### config.mk
export PLATFORM = sky130hd
export DESIGN_NAME = axilite_write_data_flat
export DESIGN_NICKNAME = d
export VERILOG_FILES = /design/src/rtl/axilite_write_data_if.sv /design/src/rtl/axilite_write_data.sv /design/src/flat_wrapper.sv
export SDC_FILE = /design/constraint.sdc
export NUM_CORES = 1
export LEC_CHECK = 0
export CORE_MARGIN = 10
export CORE_UTILIZATION = 49
export CTS_CLUSTER_SIZE = 30
export DETAILED_ROUTE_END_ITERATION = 16
export PLACE_DENSITY = 0.86
export SETUP_SLACK_MARGIN = 0.5
export SLEW_MARGIN = 20
export SYNTH_ARGS = -nofsm -noshare
export SYNTH_HDL_FRONTEND = slang
export SYNTH_SLANG_ARGS = --single-unit
### constraint.sdc
create_clock -name clk -period 2.65 [get_ports clk]
set_input_delay 0.53 -clock clk [delete_from_list [all_inputs] [get_ports clk]]
set_output_delay 0.53 -clock clk [all_outputs]
set_load 0.02 [all_outputs]
### src/rtl/axilite_write_data_if.sv
// AXI4-Lite write-channel bundle (AW, W, B) shared by the register-bank writer and its master.
interface axilite_write_data_if #(
    parameter int ADDR_SIZE  = 32,
    parameter int DATA_WIDTH = 32
);
    logic [ADDR_SIZE-1:0]    awaddr;
    logic                    awvalid;
    logic                    awready;
    logic [DATA_WIDTH-1:0]   wdata;
    logic [DATA_WIDTH/8-1:0] wstrb;
    logic                    wvalid;
    logic                    wready;
    logic [1:0]              bresp;
    logic                    bvalid;
    logic                    bready;

    modport master (
        output awaddr, awvalid, wdata, wstrb, wvalid, bready,
        input  awready, wready, bresp, bvalid
    );

    modport slave (
        input  awaddr, awvalid, wdata, wstrb, wvalid, bready,
        output awready, wready, bresp, bvalid
    );
endinterface

### src/rtl/axilite_write_data.sv
// AXI4-Lite write responder: collects AW and W in any order, applies a strobed word write
// to a flat register vector, then returns a B response.
module axilite_write_data #(
    parameter int DATA_SIZE   = 128,
    parameter int ADDR_SIZE   = 32,
    parameter int DATA_WIDTH  = 32,
    parameter logic [1:0] RESP_OKAY   = 2'd0,
    parameter logic [1:0] RESP_EXOKAY = 2'd1,
    parameter logic [1:0] RESP_SLVERR = 2'd2,
    parameter logic [1:0] RESP_DECERR = 2'd3
) (
    input  logic                 clk,
    input  logic                 rst,
    axilite_write_data_if.slave  bus,
    output logic [DATA_SIZE-1:0] data,
    output logic                 write_pulse
);
    localparam int STRB      = DATA_WIDTH / 8;
    localparam int NUM_WORDS = DATA_SIZE / DATA_WIDTH;
    localparam int LSB       = $clog2(STRB);
    localparam int WIDX      = (NUM_WORDS > 1) ? $clog2(NUM_WORDS) : 1;
    localparam int MAX_ADDR  = (DATA_SIZE - DATA_WIDTH) / 8;

    typedef enum logic [1:0] {S_COLLECT, S_COMMIT, S_RESP} state_t;

    state_t                r_state;
    logic                  r_awready;
    logic                  r_wready;
    logic                  r_aw_held;
    logic                  r_w_held;
    logic [ADDR_SIZE-1:0]  r_addr;
    logic [DATA_WIDTH-1:0] r_wdata;
    logic [STRB-1:0]       r_wstrb;
    logic                  r_bvalid;
    logic [1:0]            r_bresp;
    logic                  r_write_pulse;
    logic [DATA_SIZE-1:0]  r_data;

    logic                  w_aw_hs;
    logic                  w_w_hs;
    logic                  w_addr_err;
    logic [WIDX-1:0]       w_word_idx;
    logic [DATA_SIZE-1:0]  w_data_next;

    assign w_aw_hs    = bus.awvalid && r_awready;
    assign w_w_hs     = bus.wvalid && r_wready;
    // Range test is done on the byte address so a huge addr cannot wrap when scaled to bits.
    assign w_addr_err = (r_addr > ADDR_SIZE'(MAX_ADDR)) || (r_addr[LSB-1:0] != '0);
    assign w_word_idx = r_addr[LSB +: WIDX];

    genvar gi, gj;
    generate
        for (gi = 0; gi < NUM_WORDS; gi++) begin : g_word
            for (gj = 0; gj < STRB; gj++) begin : g_lane
                assign w_data_next[gi*DATA_WIDTH + 8*gj +: 8] =
                    (!w_addr_err && (w_word_idx == WIDX'(gi)) && r_wstrb[gj])
                        ? r_wdata[8*gj +: 8]
                        : r_data[gi*DATA_WIDTH + 8*gj +: 8];
            end
        end
    endgenerate

    always_ff @(posedge clk or negedge rst) begin
        if (!rst) begin
            r_state       <= S_COLLECT;
            r_awready     <= 1'b0;
            r_wready      <= 1'b0;
            r_aw_held     <= 1'b0;
            r_w_held      <= 1'b0;
            r_addr        <= '0;
            r_wdata       <= '0;
            r_wstrb       <= '0;
            r_bvalid      <= 1'b0;
            r_bresp       <= RESP_OKAY;
            r_write_pulse <= 1'b0;
            r_data        <= '0;
        end else begin
            r_write_pulse <= 1'b0;
            case (r_state)
                S_COLLECT: begin
                    if (w_aw_hs) begin
                        r_addr    <= bus.awaddr;
                        r_aw_held <= 1'b1;
                        r_awready <= 1'b0;
                    end else if (!r_aw_held) begin
                        r_awready <= 1'b1;
                    end
                    if (w_w_hs) begin
                        r_wdata  <= bus.wdata;
                        r_wstrb  <= bus.wstrb;
                        r_w_held <= 1'b1;
                        r_wready <= 1'b0;
                    end else if (!r_w_held) begin
                        r_wready <= 1'b1;
                    end
                    if (r_aw_held && r_w_held) begin
                        r_state <= S_COMMIT;
                    end
                end
                S_COMMIT: begin
                    r_data   <= w_data_next;
                    r_bvalid <= 1'b1;
                    if (w_addr_err) begin
                        r_bresp <= RESP_SLVERR;
                    end else begin
                        r_bresp       <= RESP_OKAY;
                        r_write_pulse <= 1'b1;
                    end
                    r_state <= S_RESP;
                end
                S_RESP: begin
                    if (bus.bready) begin
                        r_bvalid  <= 1'b0;
                        r_awready <= 1'b1;
                        r_wready  <= 1'b1;
                        r_aw_held <= 1'b0;
                        r_w_held  <= 1'b0;
                        r_state   <= S_COLLECT;
                    end
                end
                default: r_state <= S_COLLECT;
            endcase
        end
    end

    assign bus.awready = r_awready;
    assign bus.wready  = r_wready;
    assign bus.bvalid  = r_bvalid;
    assign bus.bresp   = r_bresp;
    assign data        = r_data;
    assign write_pulse = r_write_pulse;
endmodule

### src/flat_wrapper.sv
// flat-port wrapper written by rule: the top's interface ports become plain ports
module axilite_write_data_flat 
#(
    parameter int DATA_SIZE   = 128,
    parameter int ADDR_SIZE   = 32,
    parameter int DATA_WIDTH  = 32,
    parameter logic [1:0] RESP_OKAY   = 2'd0,
    parameter logic [1:0] RESP_EXOKAY = 2'd1,
    parameter logic [1:0] RESP_SLVERR = 2'd2,
    parameter logic [1:0] RESP_DECERR = 2'd3
)
  (clk, rst, data, write_pulse, bus_awaddr, bus_awvalid, bus_wdata, bus_wstrb, bus_wvalid, bus_bready, bus_awready, bus_wready, bus_bresp, bus_bvalid);
  axilite_write_data_if #(.ADDR_SIZE(ADDR_SIZE), .DATA_WIDTH(DATA_WIDTH)) bus_i ();
  input  logic clk;
  input  logic rst;
  output logic [DATA_SIZE-1:0] data;
  output logic write_pulse;
  input wire logic [$bits(bus_i.awaddr)-1:0] bus_awaddr;
  input wire logic [$bits(bus_i.awvalid)-1:0] bus_awvalid;
  input wire logic [$bits(bus_i.wdata)-1:0] bus_wdata;
  input wire logic [$bits(bus_i.wstrb)-1:0] bus_wstrb;
  input wire logic [$bits(bus_i.wvalid)-1:0] bus_wvalid;
  input wire logic [$bits(bus_i.bready)-1:0] bus_bready;
  output wire logic [$bits(bus_i.awready)-1:0] bus_awready;
  output wire logic [$bits(bus_i.wready)-1:0] bus_wready;
  output wire logic [$bits(bus_i.bresp)-1:0] bus_bresp;
  output wire logic [$bits(bus_i.bvalid)-1:0] bus_bvalid;
  assign bus_i.awaddr = bus_awaddr;
  assign bus_i.awvalid = bus_awvalid;
  assign bus_i.wdata = bus_wdata;
  assign bus_i.wstrb = bus_wstrb;
  assign bus_i.wvalid = bus_wvalid;
  assign bus_i.bready = bus_bready;
  assign bus_awready = bus_i.awready;
  assign bus_wready = bus_i.wready;
  assign bus_bresp = bus_i.bresp;
  assign bus_bvalid = bus_i.bvalid;
  axilite_write_data #(.DATA_SIZE(DATA_SIZE), .ADDR_SIZE(ADDR_SIZE), .DATA_WIDTH(DATA_WIDTH), .RESP_OKAY(RESP_OKAY), .RESP_EXOKAY(RESP_EXOKAY), .RESP_SLVERR(RESP_SLVERR), .RESP_DECERR(RESP_DECERR)) u_core (.clk(clk), .rst(rst), .bus(bus_i), .data(data), .write_pulse(write_pulse));
endmodule
Yosys cells after proc, flatten, opt, wreduce, memory -nomap -nowiden
Index checks and enable logic that the tools add are counted.
{"block": "totals", "reg_bits": 206, "in_bits": 73, "out_inout_bits": 134, "elab_cells": 112}
{"block": "classes", "order_cmp": 1, "eq_ne": 11, "muxes": 19, "reduce_logical": 54}
{"cell": "$reduce_and A2 Y1", "count": 20}
{"cell": "$gt A32 B4 Y1 const B", "count": 1}
{"cell": "$logic_and A1 B1 Y1", "count": 23}
{"cell": "$reduce_and A3 Y1", "count": 4}
{"cell": "$mux W1", "count": 10}
{"cell": "$pmux W1 S2", "count": 5}
{"cell": "$eq A2 B2 Y1 const B", "count": 3}
{"cell": "$mux W2", "count": 3}
{"cell": "$ne A2 B1 Y1 const B", "count": 3}
{"cell": "$ne A3 B3 Y1 const B", "count": 2}
{"cell": "$pmux W2 S3", "count": 1}
{"cell": "$reduce_bool A2 Y1", "count": 3}
{"cell": "$eq A2 B1 Y1 const B", "count": 2}
{"cell": "$logic_not A2 Y1", "count": 2}
{"cell": "$ne A2 B2 Y1 const B", "count": 1}
{"cell": "$logic_not A1 Y1", "count": 1}
{"cell": "$logic_or A1 B1 Y1", "count": 1}

Logic depth before layout (Yosys ltp)
{"block": "depth", "word_depth": 6, "ltp_mapped": 6, "depth_no_buf": 4}

Worst setup path before layout
No wires, ideal clock.
{"block": "synth_timing", "kind": "register -> register", "startpoint": "register u_core.r_addr[8]", "endpoint": "register u_core.r_data[112] (netlist: u_core.data[112])", "setup_time_ns": 0.125, "t_arrival_ns": 2.150, "required_ns": 2.525, "path_slack_ns": 0.375, "path_stages_with_launch": 6, "path_buffers": 1, "synth_period_minus_slack_ns": 2.275, "path_cell_list": "dfrtp_1 -> nor4_1 -> nand4_2 -> buf_6 -> nor4_4 -> mux2_2"}
{"block": "synth_via", "elab_chain_cells": 6}
{"element": "from (decl)", "line_no": "axilite_write_data.sv:31", "text": "logic [ADDR_SIZE-1:0] r_addr;"}
{"element": "from (signal assigned)", "line_no": "axilite_write_data.sv:82", "text": "r_addr <= bus.awaddr;"}
{"element": "$gt A32 B4 Y1", "line_no": "axilite_write_data.sv:48", "text": "assign w_addr_err = (r_addr > ADDR_SIZE'(MAX_ADDR)) || (r_addr[LSB-1:0] != '0);"}
{"element": "$logic_or A1 B1 Y1", "line_no": "axilite_write_data.sv:48"}
{"element": "$logic_not A1 Y1", "line_no": "axilite_write_data.sv:56", "text": "(!w_addr_err && (w_word_idx == WIDX'(gi)) && r_wstrb[gj])"}
{"element": "$logic_and A1 B1 Y1 (2 in series)", "line_no": "axilite_write_data.sv:56"}
{"element": "$reduce_and A2 Y1 (no source line)"}
{"element": "to (signal assigned)", "line_no": "axilite_write_data.sv:101", "text": "r_data <= w_data_next;"}
{"element": "to (decl)", "line_no": "axilite_write_data.sv:37", "text": "logic [DATA_SIZE-1:0] r_data;"}
Every way passes these cells.
A chain may end at the register's enable or synchronous reset.

Worst setup path after layout
{"block": "layout_timing", "startpoint": "register u_core.r_addr[16]", "endpoint": "register u_core.r_data[39] (netlist: u_core.data[39])"}
Same word-level chain as after synthesis.

==> load_flow_metrics.sql <==
INSERT INTO impl_metrics (metric_group, metric, value, unit) VALUES
('outcome', 'result_of_the_run', 'completed', ''),
('cells_and_area', 'finalInstanceArea', '11600', 'um^2'),
('cts', 'clockBufferDepth', '3', ''),
('synthesis', 'synth.largest_area_cell', 'sky130_fd_sc_hd__dfrtp_1', ''),
('sta', 'fin_worst_hold_slack', '0.0746', 'ns'),
('cts', 'h-tree-depth', '1', ''),
('route', 'drtPass1Iterations', '4', ''),
('route', 'detailedRoute.firstIterationViolations', '181', ''),
('route', 'antenna_violating_nets_post_route', '0', ''),
('sta', 'final_max_slew_viol_count', '0', ''),
('sta', 'layout_min_cycle_time', '2.22', 'ns'),
('synthesis', 'yosysMostFrequentCell', 'sky130_fd_sc_hd__dfrtp_1', ''),
('synthesis', 'async_reset_ff_frac', '1.00', ''),
('cts', 'cts_tree', 'built', ''),
('cts', 'tritoncts_num_sinks', '205', ''),
('floorplan', 'dieHeight', '148', 'um'),
('cts', 'root_buffer', 'sky130_fd_sc_hd__clkbuf_16', ''),
('cells_and_area', 'n_antenna_cell', '0', ''),
('cells_and_area', 'final_net_count', '813', ''),
('synthesis', 'synth_commonest_cells', '205 x sky130_fd_sc_hd__dfrtp_1, 192 x sky130_fd_sc_hd__mux2_2, 12 x sky130_fd_sc_hd__nor4_4, 9 x sky130_fd_sc_hd__clkbuf_1', ''),
('place', 'io_buffer_count', '205', ''),
('route', 'wl_per_instance', '21.9', 'um'),
('sta', 'max_clock_freq', '451', 'MHz'),
('pwr', 'sw_frac_of_total', '0.281', ''),
('sta', 'final_critical_path_setup_slack', '0.434', 'ns'),
('pwr', 'clockPowerShare', '0.339', ''),
('route', 'avgViaCountPerCell', '5.24', ''),
('critical_path', 'critical_path_peak_fanout', '8', ''),
('pwr', 'p_seq_frac', '0.480', ''),
('pwr', 'internal-power', '6.56', 'mW'),
('pwr', 'ir_drop', '724', 'uV'),
('flow_run', 'max_cap_viol_count', '0', ''),
('pwr', 'pwr-share-comb', '0.180', ''),
('synthesis', 'ys_top_cells_by_area', 'sky130_fd_sc_hd__dfrtp_1 64%, sky130_fd_sc_hd__mux2_2 27%, sky130_fd_sc_hd__nor4_4 3.2%, sky130_fd_sc_hd__nor4_2 0.63%, sky130_fd_sc_hd__nor4_1 0.55%', ''),
('worst_hold_path', 'holdCritPathClass', 'in2async', ''),
('critical_path', 'arrival', '2.59', 'ns'),
('floorplan', 'rows', '46', ''),
('synthesis', 'synth_cells', '483', ''),
('pwr', 'power.net_switching', '2.56', 'mW'),
('synthesis', 'synth_seq_area_share', '0.644', ''),
('critical_path', 'critical_path_data_required_time', '3.03', 'ns'),
('route', 'vias', '5090', ''),
('synthesis', 'synth_cell_type_count', '25', ''),
('place', 'dpl-instance-area', '10600', 'um^2'),
('sta', 'slew-limit-headroom', '0.572', ''),
('floorplan', 'die_x', '148', 'um'),
('floorplan', 'floorplan.initialDensity', '0.502', ''),
('floorplan', 'io_pins', '207', ''),
('sta', 'timing.clock.skew', '0.0143', 'ns'),
('grt', 'global_route.overflow_total', '0', ''),
('sta', 'timing_worst_slew_pin_value', '0.642', 'ns'),
('critical_path', 'worst_setup_path_start_kind', 'flip-flop', ''),
('place', 'pre_cts_ws', '0.228', 'ns'),
('sta', 'report.final.hold_viol_count', '0', ''),
('cells_and_area', 'drive_gt1_frac', '0.399', ''),
('sta', 'final_min_period_over_clock_period', '0.836', ''),
('synthesis', 'syn_area', '7970', 'um^2'),
('route', 'drcViolationCount', '0', ''),
('synthesis', 'yosys_warnings', '0', ''),
('floorplan', 'core_area', '15900', 'um^2'),
('grt', 'antenna_found_initial', '0', ''),
('cts', 'clock_insertion_delay_worst_skew', '0.49', 'ns'),
('cells_and_area', 'fill_cells', '989', ''),
('place', 'hpwlAfterDp', '14800', 'um'),
('floorplan', 'design.die.area', '21800', 'um^2'),
('sta', 'fin_setup_tns', '0', 'ns'),
('synthesis', 'synth_enable_flop_cells', '0', ''),
('cells_and_area', 'area_growth', '45.8', '%'),
('synthesis', 'ys_dominant_reg_cell', 'sky130_fd_sc_hd__dfrtp_1', ''),
('cts', 'clk_pin_slew', '0.06', 'ns'),
('place', 'finalWeightedCongestion', '0.765', '');
[final timing paths]
| check | cells after the start | slack, ns | start | endpoint |
|---|---|---|---|---|
| max reg2reg | 7 | 0.43 | u_core.r_addr[16]$_DFFE_PN0P_ | u_core.data[39]$_DFFE_PN0P_ |
| min in group clk | 1 | 0.51 | u_core.data[19]$_DFFE_PN0P_ | u_core.data[19]$_DFFE_PN0P_ |
| min reg2reg | 1 | 0.51 | u_core.data[19]$_DFFE_PN0P_ | u_core.data[19]$_DFFE_PN0P_ |
| min | 1 | 0.07 | rst | u_core.data[93]$_DFFE_PN0P_ |
| max | 7 | 0.43 | u_core.r_addr[16]$_DFFE_PN0P_ | u_core.data[39]$_DFFE_PN0P_ |
| max in group asynchronous | 2 | 1.81 | rst | u_core.data[22]$_DFFE_PN0P_ |
[repair_timing]
item	CTS	global route
resized for setup	32	5
gates cloned	1	0
buffers inserted	10	3
pin swaps	11	7
setup endpoints to repair	111	125
hold buffers	0	0
[power by group through the flow]
stage / clock (mW) / combinational [mW] / sequential [mW]
3_5_place_dp: 0 / 1.55 / 4.38
2_1_floorplan: 0 / 1.11 / 4.19
6_report: 3.10 / 1.64 / 4.38
5_1_grt: 3.28 / 1.78 / 4.46
4_1_cts: 3.16 / 1.65 / 4.36
3_3_place_gp: 0 / 1.49 / 4.31
[stage by stage]
stage                     utilization  std cells  total power [mW]
after floorplan                     -        483              5.30
after global placement          0.666        919              5.80
after detailed placement        0.666        919              5.93
after CTS                       0.728        968              9.17
after global routing            0.731        971              9.53
final                           0.731        971              9.12
[routing by layer]
layer / GRT usage / wire [um] / up-vias
li1: - / - / 2264
met1: 0.215 / 8260 / 2650
met2: 0.332 / 10800 / 154
met3: 0.0797 / 1910 / 22
met4: 0.0337 / 314 / 0
met5: 0 / 0 / -
[critical path: stages, from the launching register on]
cell	delay (ns)
sky130_fd_sc_hd__dfrtp_1	0.41
sky130_fd_sc_hd__nor4_4	0.35
sky130_fd_sc_hd__nand4_4	0.13
sky130_fd_sc_hd__buf_12	0.18
sky130_fd_sc_hd__buf_16	0.15
sky130_fd_sc_hd__nor4_2	0.30
sky130_fd_sc_hd__buf_4	0.23
sky130_fd_sc_hd__mux2_2	0.35
[final cells by class]
| class | count | area [um^2] | share of cell area |
|---|---|---|---|
| Clock inverter | 7 | 114 | 0.00980 |
| Sequential cell | 205 | 5130 | 0.442 |
| Tap cell | 216 | 270 | 0.0233 |
| Inverter | 8 | 30.0 | 0.00259 |
| Clock buffer | 31 | 623 | 0.0536 |
| Multi-Input combinational cell | 257 | 2930 | 0.252 |
| Timing Repair Buffer | 247 | 2520 | 0.217 |
[flip-flops by register name, indices dropped and copies added, names as in the netlist]
signal and cells:
u_core.data 128, u_core.bus.awready 1, u_core.bus.bvalid 1, u_core.r_aw_held 1
u_core.r_wstrb 4, u_core.write_pulse 1, u_core.r_state 2, u_core.r_wdata 32
u_core.r_addr 32, u_core.bus.wready 1, u_core.r_w_held 1, u_core.bus.bresp 1
[cell families after synthesis]
group | count (synthesis) | share of synthesized area
AND/OR/NAND/NOR | 50 | 0.0620
flip-flops | 205 | 0.644
AO/OA/AOI/OAI | 14 | 0.0104
other | 1 | 0.000471
buffers and inverters | 21 | 0.0119
multiplexers | 192 | 0.271
[cells in the final DEF, fill, tap and decap left out, types with 2 or more instances in the layout]
cell / netlist / final
sky130_fd_sc_hd__clkbuf_8: 0 / 7
sky130_fd_sc_hd__nand2b_1: 2 / 2
sky130_fd_sc_hd__buf_12: 0 / 5
sky130_fd_sc_hd__clkbuf_1: 9 / 4
sky130_fd_sc_hd__nor2_1: 5 / 5
sky130_fd_sc_hd__mux2_2: 192 / 187
sky130_fd_sc_hd__clkinv_2: 0 / 3
sky130_fd_sc_hd__o22a_1: 2 / 2
sky130_fd_sc_hd__nor3_2: 0 / 2
sky130_fd_sc_hd__dfrtp_2: 0 / 2
sky130_fd_sc_hd__bufinv_16: 0 / 3
sky130_fd_sc_hd__nor4_4: 12 / 22
sky130_fd_sc_hd__o21ai_0: 5 / 5
sky130_fd_sc_hd__nand3b_1: 2 / 2
sky130_fd_sc_hd__clkdlybuf4s50_1: 0 / 204
sky130_fd_sc_hd__clkbuf_16: 0 / 21
sky130_fd_sc_hd__dfrtp_1: 205 / 203
sky130_fd_sc_hd__mux2_4: 0 / 5
sky130_fd_sc_hd__buf_6: 1 / 15
sky130_fd_sc_hd__nand4_4: 0 / 2
sky130_fd_sc_hd__inv_1: 8 / 8
sky130_fd_sc_hd__a21o_1: 2 / 2
sky130_fd_sc_hd__buf_4: 2 / 20
sky130_fd_sc_hd__a21oi_1: 5 / 5
sky130_fd_sc_hd__nor3_1: 4 / 2
sky130_fd_sc_hd__nand2_1: 8 / 8
Note: power is estimated with default switching activity, not from simulation.
